===== config.mk =====
export PLATFORM = sky130hd
export DESIGN_NAME = div_iter_hs
export DESIGN_NICKNAME = d
export VERILOG_FILES = /design/src/rtl/div_pkg.sv /design/src/rtl/div_nr_step.sv /design/src/rtl/div_iter_hs.sv
export SDC_FILE = /design/constraint.sdc
export NUM_CORES = 1
export LEC_CHECK = 0
export BUFFER_PORTS_ARGS = -buffer_cell sky130_fd_sc_hd__buf_2
export CAP_MARGIN = 20
export CORE_MARGIN = 1
export CORE_UTILIZATION = 43
export CTS_CLUSTER_DIAMETER = 150
export DETAILED_ROUTE_END_ITERATION = 6
export GPL_TIMING_DRIVEN = 0
export REMOVE_ABC_BUFFERS = 1
export SKIP_CTS_REPAIR_TIMING = 1
export SYNTH_ARGS = -nofsm -noshare
export SYNTH_HDL_FRONTEND = slang
export SYNTH_HIERARCHICAL = 1
export SYNTH_SLANG_ARGS = --single-unit

===== constraint.sdc =====
create_clock -name clk -period 37 [get_ports clk]
set_input_delay 7.4 -clock clk [delete_from_list [all_inputs] [get_ports clk]]
set_output_delay 7.4 -clock clk [all_outputs]
set_load 0.05 [all_outputs]

===== src/rtl/div_pkg.sv =====
// rtl/div_pkg.sv - shared types and sizing helpers for the iterative divider
package div_pkg;

  typedef enum logic [1:0] {IDLE, CALC, FIX, DONE} div_state_t;

  function automatic int clog2(input int value);
    int res;
    int x;
    res = 0;
    x = value - 1;
    while (x > 0) begin
      res = res + 1;
      x = x >> 1;
    end
    return res;
  endfunction

  function automatic int iter_count(input int a_width, input int bits_per_cycle);
    return a_width / bits_per_cycle;
  endfunction

  function automatic int rem_width(input int b_width);
    return b_width + 1;
  endfunction

endpackage


===== src/rtl/div_nr_step.sv =====
// rtl/div_nr_step.sv - bits_per_cycle unrolled non-restoring division steps
module div_nr_step #(
  parameter int a_width        = 32,
  parameter int b_width        = 32,
  parameter int bits_per_cycle = 4
) (
  input  logic [b_width:0]          rem_in,
  input  logic [b_width-1:0]        divisor,
  input  logic [a_width-1:0]        dvd_in,
  output logic [b_width:0]          rem_out,
  output logic [bits_per_cycle-1:0] q_bits,
  output logic [a_width-1:0]        dvd_out
);

  // The shift drops the old sign bit; the true result always fits b_width+1 bits,
  // so modular arithmetic on the truncated value is exact.
  always_comb begin
    logic [b_width:0] r;
    r      = rem_in;
    q_bits = '0;
    for (int i = 0; i < bits_per_cycle; i++) begin
      if (r[b_width])
        r = {r[b_width-1:0], dvd_in[a_width-1-i]} + {1'b0, divisor};
      else
        r = {r[b_width-1:0], dvd_in[a_width-1-i]} - {1'b0, divisor};
      q_bits[bits_per_cycle-1-i] = ~r[b_width];
    end
    rem_out = r;
  end

  assign dvd_out = dvd_in << bits_per_cycle;

endmodule


===== src/rtl/div_iter_hs.sv =====
// rtl/div_iter_hs.sv - multi-cycle fixed-latency divider with valid/ready handshakes
module div_iter_hs
  import div_pkg::*;
#(
  parameter int a_width        = 32,
  parameter int b_width        = 32,
  parameter int bits_per_cycle = 4,
  parameter int tc_mode        = 0
) (
  input  logic               clk,
  input  logic               rst_n,
  input  logic               flush,
  input  logic               in_valid,
  output logic               in_ready,
  input  logic [a_width-1:0] dividend,
  input  logic [b_width-1:0] divisor,
  output logic               out_valid,
  input  logic               out_ready,
  output logic [a_width-1:0] quotient,
  output logic [b_width-1:0] remainder,
  output logic               div_by_0
);

  localparam int iters = iter_count(a_width, bits_per_cycle);
  localparam int cnt_w = (clog2(iters) < 1) ? 1 : clog2(iters);
  localparam int rw    = rem_width(b_width);
  localparam bit tc    = (tc_mode != 0);
  localparam logic [cnt_w-1:0] cnt_last = cnt_w'(iters - 1);

  if (a_width % bits_per_cycle != 0) begin : g_bad_step
    $error("div_iter_hs: a_width must be a multiple of bits_per_cycle");
  end
  if (a_width < b_width || b_width < 2) begin : g_bad_width
    $error("div_iter_hs: need a_width >= b_width >= 2");
  end

  div_state_t         state, state_nxt;
  logic               run;
  logic [cnt_w-1:0]   cnt;
  logic [a_width-1:0] acc, acc_nxt, dvd_abs, q_res;
  logic [b_width-1:0] dvs, dvs_abs, dvd_lo, r_res;
  logic [rw-1:0]      prem, prem_nxt, rem_cor;
  logic [bits_per_cycle-1:0] q_bits;
  logic               sa, sb, dz, accept;

  assign accept  = in_valid && in_ready && !flush;
  assign dvd_abs = (tc && dividend[a_width-1]) ? -dividend : dividend;
  assign dvs_abs = (tc && divisor[b_width-1]) ? -divisor : divisor;

  div_nr_step #(
    .a_width(a_width), .b_width(b_width), .bits_per_cycle(bits_per_cycle)
  ) u_step (
    .rem_in(prem), .divisor(dvs), .dvd_in(acc),
    .rem_out(prem_nxt), .q_bits(q_bits), .dvd_out(acc_nxt)
  );

  always_ff @(posedge clk or negedge rst_n) begin
    if (!rst_n) state <= IDLE;
    else        state <= state_nxt;
  end

  always_comb begin
    state_nxt = state;
    unique case (state)
      IDLE: if (accept) state_nxt = CALC;
      CALC: if (cnt == '0) state_nxt = FIX;
      FIX:  state_nxt = DONE;
      DONE: if (out_ready) state_nxt = IDLE;
    endcase
    if (flush) state_nxt = IDLE;
  end

  // run gates in_ready so it only rises on the first edge after reset release
  always_comb begin
    in_ready  = (state == IDLE) && run;
    out_valid = (state == DONE);
  end

  always_comb begin
    rem_cor = prem[b_width] ? prem + {1'b0, dvs} : prem;
    q_res   = (tc && (sa ^ sb)) ? -acc : acc;
    r_res   = (tc && sa) ? -rem_cor[b_width-1:0] : rem_cor[b_width-1:0];
    if (dz) begin
      if (tc) q_res = sa ? {1'b1, {(a_width-1){1'b0}}} : {1'b0, {(a_width-1){1'b1}}};
      else    q_res = '1;
      r_res = dvd_lo;
    end
  end

  // acc starts as the dividend magnitude and fills with quotient bits from the bottom
  always_ff @(posedge clk or negedge rst_n) begin
    if (!rst_n) begin
      run       <= 1'b0;
      cnt       <= '0;
      acc       <= '0;
      dvs       <= '0;
      dvd_lo    <= '0;
      prem      <= '0;
      sa        <= 1'b0;
      sb        <= 1'b0;
      dz        <= 1'b0;
      quotient  <= '0;
      remainder <= '0;
      div_by_0  <= 1'b0;
    end else begin
      run <= 1'b1;
      if (accept) begin
        acc    <= dvd_abs;
        dvs    <= dvs_abs;
        dvd_lo <= dividend[b_width-1:0];
        sa     <= tc && dividend[a_width-1];
        sb     <= tc && divisor[b_width-1];
        dz     <= (divisor == '0);
        prem   <= '0;
        cnt    <= cnt_last;
      end else if (state == CALC) begin
        prem <= prem_nxt;
        acc  <= acc_nxt | a_width'(q_bits);
        cnt  <= cnt - 1'b1;
      end
      if (state == FIX && !flush) begin
        quotient  <= q_res;
        remainder <= r_res;
        div_by_0  <= dz;
      end
    end
  end

endmodule


* Word level (Yosys, flattened, before mapping)
Cells that the tools add are included.
** Operators by class
- Bitwise logic cells :: 5
- Eq/ne operators :: 6
- $add $sub $neg :: 10
- Multiplexer cells :: 18
- Reduce and logical (&&, ||, !) cells :: 10
** Operators by type and width (number)
- $mux W33 :: 6
- $mux W32 :: 5
- $add A33 B32 Y33 :: 4
- $sub A33 B32 Y33 :: 4
- $add A32 B32 Y32 :: 1
- $logic_not A32 Y1 :: 1
- $or A32 B4 Y32 :: 1
- $mux W2 :: 4
- $pmux W2 S4 :: 1
- $mux W3 :: 2
- $ne A3 B3 Y1 const B :: 2
- $eq A2 B2 Y1 const B :: 2
- $logic_and A1 B1 Y1 :: 4
- $not A1 Y1 :: 4
- $logic_not A3 Y1 :: 1
- $ne A3 B2 Y1 const B :: 1
- $reduce_and A3 Y1 :: 1
- $sub A3 B1 Y3 const B :: 1
- $eq A2 B1 Y1 const B :: 1
- $logic_not A2 Y1 :: 1
- $reduce_bool A2 Y1 :: 1
- $logic_not A1 Y1 :: 1
** Word-level totals
- Input port bits :: 69
- Output and inout bits :: 67
- Word-level logic and storage cells :: 60
- Flip-flop bits (word level) :: 201

* Logic depth before layout (Yosys ltp)
Gate-level depths: netlist (run 1).
- Word-level depth :: 12
- Mapped depth :: 71
- Gate-level depth less buffers :: 67

* Cells and area by module
Netlist (run 1), hierarchy kept.
** Modules (own cells, without submodules)
- div_iter_hs :: seq. area each 5029.8 sq um, area each 9972.1 sq um, instances 1, cells an instance 1080
- div_nr_step :: seq. area each 0.0 sq um, area each 8441.8 sq um, instances 1, cells an instance 1191

* Worst setup path after synthesis (run 1)
No wires, ideal clock.
- Path kind :: reg2reg
- Start point :: register dvs[1]
- End point :: register acc[0]
- Slack :: 22.433 ns
- Arrival time :: 14.433 ns
- Data required time :: 36.866 ns
- Buffers on the path :: 2
- Period minus slack after synthesis :: 14.567 ns
- Stages on the path, launching flop included :: 64
- Cells stage by stage :: dfrtp_1 inv_1 ha_1 nor3b_1 nand3_1 nor3_1 nor3b_1 a21oi_1 xor2_1 ha_1 a21o_1 a311o_1 a21oi_2 or3b_1 o21ai_2 xor2_1 xnor2_1 clkbuf_1 (+28 left out) o21ai_0 fa_1 a21o_1 a21oi_1 o21ai_1 a221oi_1 o21ai_1 a221oi_1 o31ai_1 o22ai_1 o21ai_1 a21o_1 xnor3_1 xnor2_1 nor2_1 nand2_1 o21ai_0 o21ai_0
** Between the ends
- Word-level cells in the longest chain between the ends :: 12
** Ends and longest elaborated chain
- from (decl) :: RTL line div_iter_hs.sv:41 : logic [b_width-1:0] dvs, dvs_abs, dvd_lo, r_res;
- from (signal assigned) :: RTL line div_iter_hs.sv:109 : dvs <= dvs_abs;
- $sub A33 B32 Y33 / $add A33 B32 Y33 (equally long branches) :: RTL line div_nr_step.sv:25, div_nr_step.sv:23
- $mux W33 :: RTL line div_nr_step.sv:22 : if (r[b_width])
- $sub A33 B32 Y33 / $add A33 B32 Y33 (equally long branches) :: RTL line div_nr_step.sv:25, div_nr_step.sv:23
- $mux W33 :: RTL line div_nr_step.sv:22
- $sub A33 B32 Y33 / $add A33 B32 Y33 (equally long branches) :: RTL line div_nr_step.sv:25, div_nr_step.sv:23
- $mux W33 :: RTL line div_nr_step.sv:22
- $sub A33 B32 Y33 / $add A33 B32 Y33 (equally long branches) :: RTL line div_nr_step.sv:25, div_nr_step.sv:23
- $mux W33 * :: RTL line div_nr_step.sv:22
- $not A1 Y1 * :: RTL line div_nr_step.sv:26 : q_bits[bits_per_cycle-1-i] = ~r[b_width];
- net q_bits[0] :: RTL line div_iter_hs.sv:43 : logic [bits_per_cycle-1:0] q_bits;
- $or A32 B4 Y32 * :: RTL line div_iter_hs.sv:118 : acc <= acc_nxt | a_width'(q_bits);
- $mux W32 * :: RTL line div_iter_hs.sv:116 : end else if (state == CALC) begin
- $mux W32 * :: RTL line div_iter_hs.sv:107 : if (accept) begin
- to (signal assigned) :: RTL line div_iter_hs.sv:108 : acc <= dvd_abs;
- to (signal assigned) :: RTL line div_iter_hs.sv:118
- to (decl) :: RTL line div_iter_hs.sv:40 : logic [a_width-1:0] acc, acc_nxt, dvd_abs, q_res;
The timed path passes the listed nets; every way through them passes the cells marked *. The select of a mux whose other input is x is not followed.
A chain may end at the register's enable or synchronous reset.

* Final worst setup path (run 1)
Same ends and word-level chain as after synthesis.

==> flow_summary_export.csv, run 1 <==
group,metric,value,unit
floorplan,dieArea,43700,sq um
setup_path,slowest_delay,890,ps
clocking,insertion_delay,500,ps
layout,diodes,0,
synthesis,synth_top_cells_by_count,"nand2_1, nor2_1, dfrtp_1",
hold_path,whs_path_depth,2,
sta,maxSlewHeadroom,32.9,%
routing,first_iter_violations,1130,
setup_path,ff2ff_path_depth,64,
synthesis,synth_top_area_share,27.3,%
synthesis,yosys_warnings,6,
placed_design,io_buffers,135,
clocking,cts_buffers,20,
global_routing,grt.overflow.total,0,
global_routing,grt.total_usage,23.5,%
layout,nNetsFinal,2544,
sta,max_freq,51.2,MHz
hold_path,holdPathEnd,"quotient[13]",
clocking,root_buffer,"clkbuf_16",
routing,final_antenna_net_count,0,
layout,syn2layout_area_growth,8.96,%
routing,finalWirelength,51.7,mm
synthesis,syn_inst,2271,
synthesis,ys_ff_latch,201,
synthesis,synth_cell_types,87,
floorplan,num_rows,75,
global_routing,grt_pass1_vias,15500,
routing,vias,15800,
setup_path,cp_num_buf_inv,6,
floorplan,io_pins,136,
clocking,cts_tree,"yes",
sta,worst_pin_slew,1000,ps
floorplan,dieHeight,209,microns
sta,period_minus_slack,19510,ps
synthesis,ys_seq_area_share,27.3,%
synthesis,yosys.cell_count.top_type,"nand2_1",
routing,firstDrtPassIters,5,
layout,final_layout_size_suffix_gt1_share,10.4,%
synthesis,netlist_top_cells_area,"dfrtp_1, ha_1, nand2_1, xor2_1, xnor2_1",
synthesis,synth_area_leader_cell,"dfrtp_1",
clocking,clk_path_buf_depth,3,
synthesis,syn_avg_cell_area,8.11,sq um
sta,clock_skew,11.9,ps
floorplan,core_area,42100,sq um
clocking,cts_sinks,201,
sta,setup_tns,0,ps
routing,vias_per_cell,5.53,
global_routing,antenna_found_initial,0,
clocking,clk_pin_slew,70,ps
sta,rsz0062_at_grt,"no",
floorplan,die_x,209,microns
setup_path,critPathArrivalTime,19920,ps
synthesis,synth_flop_cell,"dfrtp_1",
synthesis,synth_area,18400,sq um
hold_path,holdCritPathClass,"reg2reg",
global_routing,grt_pass1_wl,83.5,mm
placed_design,hpwl,40.3,mm
outcome,status,"completed",
sta,hold_viol,0,
setup_path,cp_data_required_time,37410,ps
hold_path,min-delay-start,"quotient[13]",
synthesis,synth_edf_count,0,
setup_path,path_class,"reg2reg",
setup_path,critPathTopFamily,"compound AO/OA/AOI/OAI gates",
sta,drv_slew,0,
sta,setup_viol,0,
clocking,htreeDepth,1,
sta,finalCritPeriodShare,52.7,%
setup_path,cp-start-kind,"flip-flop",
setup_path,crit_fanout,32,
placed_design,gp_congestion,0.928,
floorplan,initial_utilization,43.7,%
setup_path,r2r_setup_slack,17490,ps
setup_path,r2r_start,"dvs[1]",
synthesis,async_reset_ff_share,100,%
setup_path,worst_path_max_delay_cell,"nor3b_1",
routing,post_drt_wl_per_cell,18.1,microns
job,max-cap-violations,0,
global_routing,grt_start_max_net_pins,112,
setup_path,reg2reg_to,"acc[0]",
setup_path,cp-end-kind,"flip-flop",
routing,drc,0,
-- metrics by stage --
stage / worst slack (ps) / std cells / utilization (%) / area [sq um] / hold slack [ps]
after detailed placement: 17300 / 2819 / 46.0 / 19400 / 450
after floorplan: 20110 / 2135 / - / 17800 / 438
after global placement: 14100 / 2809 / 45.4 / 19100 / 444
after CTS: 17210 / 2855 / 47.6 / 20100 / 465
after global routing: 16360 / 2856 / 47.6 / 20100 / 485
final: 17490 / 2856 / 47.6 / 20100 / 457
-- flip-flops by register name, summed over array words and instances (netlist names) --
register and count:
dvs 32, cnt 3, remainder 32, run 1, div_by_0 1, state 2
quotient 32, dz 1, acc 32, prem 33, dvd_lo 32
-- tightest hold or removal path: stages, from the launching register on --
cell,delay [ps]
dfrtp_1,340
nand2_1,50
nand2_1,40
-- metal layers --
| metal | global-route usage (%) | wire length [microns] |
|---|---|---|
| met5 | 0 | 0 |
| met4 | 5.20 | 987 |
| met3 | 1.31 | 1660 |
| met2 | 38.9 | 23700 |
| met1 | 33.6 | 25400 |
-- layout make-up --
class | count | area (sq um)
fill | 4101 | 22100
clock inverter | 6 | 71.3
sequential | 201 | 5030
clock buffer | 30 | 589
timing repair buffer | 146 | 897
inverter | 48 | 180
multi-input combinational | 1886 | 12600
tap | 539 | 674
-- worst max-delay path by stage --
stage | slack, ps | startpoint | endpoint | cells after the start
2_1_floorplan | 20110 | dvs[1] | acc[0] | 61
4_1_cts | 17210 | dvs[1] | acc[0] | 63
6_report | 17490 | dvs[1] | acc[0] | 64
5_1_grt | 16360 | dvs[5] | acc[0] | 68
3_3_place_gp | 14100 | dvs[1] | acc[0] | 60
3_5_place_dp | 17300 | dvs[1] | acc[0] | 63
-- placed cells by master, fill, tap and decap left out, drive strengths merged, types with 82 or more instances in the layout --
cell type	n
buf	145
mux2i	82
dfrtp	201
o21ai	160
a21oi	165
a21o	103
xor2	151
xnor2	116
ha	167
nor2	239
nand2	351
-- kinds of logic after synthesis --
family          share of synthesized area (%)
mux                                      4.58
simple gates                             18.6
xor+xnor                                 13.0
flops                                    27.3
fa+ha+maj                                11.9
buf+inv                                  4.59
other cells                            0.0408
compound gates                           20.0
Power of run 1 is left out: the tool's default activity adds up to more than one toggle a clock period on the data nets, which glitch-free logic cannot reach.
==> run 2, diff against run 1 <==
--- a/config.mk
+++ b/config.mk
@@ -5,6 +5,7 @@
 export SDC_FILE = /design/constraint.sdc
 export NUM_CORES = 1
 export LEC_CHECK = 0
+export ABC_AREA = 1
 export BUFFER_PORTS_ARGS = -buffer_cell sky130_fd_sc_hd__buf_2
 export CAP_MARGIN = 20
 export CORE_MARGIN = 1
==> constraint.sdc (replaced) <==
create_clock -name clk -period 16.3 [get_ports clk]
set_input_delay 3.26 -clock clk [delete_from_list [all_inputs] [get_ports clk]]
set_output_delay 3.26 -clock clk [all_outputs]
set_load 0.05 [all_outputs]
==> run 2 against run 1 <==
Final cell count grew 23%; first-iteration DRC count up 13%; fmax is 35% higher; area after synthesis is 4.1% higher; critical path depth up 6; via count rose by 19%; sequential share of layout area fell by 1.1 points; hold slack improved by 15 ps; worst setup slack got worse by 16000 ps; flip-flop and latch count unchanged; wire length up 18%; count of clock-buffer cells in the layout is 2 lower.
==> flow_summary_export.csv, run 2 <==
group,metric,value,unit
outcome,status,"completed",
global_routing,use_met2,45.8,%
placed_design,io_buffers,135,
hold_path,min-delay-start,"dvd_lo[24]",
synthesis,ys_ff_latch,201,
setup_path,critPathArrivalTime,14810,ps
sta,fin_hold_ws,472,ps
layout,num-fill-cells,4588,
synthesis,async_reset_ff_share,100,%
floorplan,dieArea,45400,sq um
routing,drc,0,
clocking,root_buffer,"clkbuf_16",
layout,largest_reg_flops,33,
floorplan,initial_utilization,44.0,%
placed_design,hpwl,49.2,mm
sta,hold_viol,0,
setup_path,cp-start-kind,"flip-flop",
routing,post_drt_wl_per_cell,17.4,microns
synthesis,syn_inst,2860,
setup_path,crit_fanout,64,
floorplan,die_x,213,microns
sta,period_minus_slack,14430,ps
global_routing,grt.met3_usage,2.41,%
clocking,insertion_delay,510,ps
setup_path,cp_common_cell,"nand2_1",
clocking,clk_pin_slew,60,ps
global_routing,grt_use_met1,38.2,%
synthesis,synth_area_leader_cell,"dfrtp_1",
floorplan,dieHeight,213,microns
routing,vias_per_cell,5.34,
synthesis,synth_edf_count,0,
layout,final_common_cell,"nand2_1",
floorplan,core_area,43600,sq um
placed_design,gp_congestion,0.959,
global_routing,antenna_found_initial,0,
routing,vias,18800,
clocking,cts_tree,"yes",
clocking,cts_sinks,201,
synthesis,synth_flop_cell,"dfrtp_1",
sta,finalCritPeriodShare,88.5,%
layout,syn2layout_area_growth,9.27,%
global_routing,grt_pass1_wl,97.6,mm
clocking,clk_path_buf_depth,3,
synthesis,yosys_warnings,6,
clocking,htreeDepth,1,
sta,setup_viol,0,
setup_path,path_class,"reg2reg",
hold_path,holdCritPathClass,"reg2reg",
layout,top_register,"prem",
clocking,cts_buffers,20,
global_routing,grt.overflow.total,0,
routing,first_iter_violations,1272,
sta,setup_tns,0,ps
synthesis,syn_avg_cell_area,6.70,sq um
routing,firstDrtPassIters,5,
global_routing,grt_start_max_net_pins,103,
layout,diodes,0,
placed_design,post-place-ws,1450,ps
sta,clock_skew,9.98,ps
synthesis,netlist_top_cells_area,"dfrtp_1, nand2_1, ha_1, a21oi_1, o21ai_0",
global_routing,gr-max-usage-layer,"met2",
synthesis,synth_top_cells_by_count,"nand2_1, inv_1, a21oi_1",
setup_path,cp-end-kind,"flip-flop",
setup_path,cp_data_required_time,16680,ps
synthesis,yosys.cell_count.top_type,"nand2_1",
routing,final_antenna_net_count,0,
setup_path,slowest_delay,720,ps
job,max-cap-violations,0,
sta,maxSlewHeadroom,33.8,%
synthesis,synth_top_area_share,26.2,%
sta,timing.final.ws_setup,1870,ps
layout,nNetsFinal,3160,
global_routing,grt.total_usage,27.3,%
sta,rsz0062_at_grt,"no",
sta,drv_slew,0,
layout,layout_common_cells,"nand2_1, inv_1, a21oi_1",
floorplan,num_rows,76,
sta,worst_pin_slew,992,ps
routing,finalWirelength,61.0,mm
synthesis,ys_seq_area_share,26.2,%
synthesis,synth_area,19200,sq um
global_routing,grt_pass1_vias,18100,
sta,max_freq,69.3,MHz
layout,final_layout_size_suffix_gt1_share,9.69,%
synthesis,synth_cell_types,58,
setup_path,worst_path_max_delay_cell,"inv_1",
setup_path,r2r_start,"dvs[0]",
floorplan,io_pins,136,
setup_path,crit_path_start,"dvs[0]",
==> run 2: changes by cell type in the layout (fill, tap and decap cells not counted), moves of 81 or more <==
| cell | before | now |
|---|---|---|
| inv_1 | 47 | 281 |
| a21o_1 | 103 | 15 |
| mux2i_1 | 82 | 0 |
| nand2_1 | 350 | 854 |
| o21ai_0 | 148 | 229 |
| a21oi_1 | 163 | 252 |
==> run 2: path summary, 6_finish.rpt <==
kind / cells past startpoint / slack [ps] / to
min in group asynchronous: 1 / 2790 / quotient[1]
setup / recovery: 70 / 1870 / acc[0]
hold reg to reg: 2 / 470 / dvd_lo[24]
hold / removal: 2 / 470 / dvd_lo[24]
max in group asynchronous: 2 / 12510 / dvs[21]
setup reg to reg: 70 / 1870 / acc[0]
==> run 2: cell type report <==
type / instances / area [sq um] / area share [%]
Tap cell: 585 / 732 / 3.49
Timing Repair Buffer: 147 / 958 / 4.58
Inverter: 315 / 1180 / 5.64
Clock inverter: 7 / 92.6 / 0.442
Multi-Input combinational cell: 2234 / 12400 / 59.1
Clock buffer: 28 / 572 / 2.73
Sequential cell: 201 / 5030 / 24.0
==> run 2: cells by family (layout without fill, tap and decap cells) <==
kind of cell,Yosys count,in the layout,share of synthesized area [%]
buf+inv,428,497,9.39
fa+ha+maj,172,172,11.4
simple gates,1262,1262,27.1
other cells,2,5,0.0392
flops,201,201,26.2
xor+xnor,149,149,6.81
compound gates,646,646,19.0
==> run 2: metal layers <==
layer  routed length (microns)  up-vias  share of wire (%)
met3                      2840       73                4.7
li1                          -     9478                  -
met2                     28200      411                 46
met1                     28900     8832                 47
met4                      1120        0                1.8
met5                         0        -                  0
==> run 2: stage by stage <==
step	utilization, %	std cells	instance area (sq um)
after global routing	48.1	3517	20900
after CTS	48.0	3516	20900
after detailed placement	46.5	3481	20300
after global placement	45.9	3470	20000
after floorplan	-	2750	18600
final	48.1	3517	20900
==> run 2: worst max-delay path: cells and delay by family, from the launching register on <==
kind / cells / cell delay [ps]
buffers and inverters: 10 / 2180
AND/OR/NAND/NOR: 37 / 5030
AO/OA/AOI/OAI: 18 / 4550
flip-flops: 1 / 510
adder cells (fa/ha/maj): 4 / 1530
XOR/XNOR: 1 / 320
Power of run 2 is left out for the same reason.
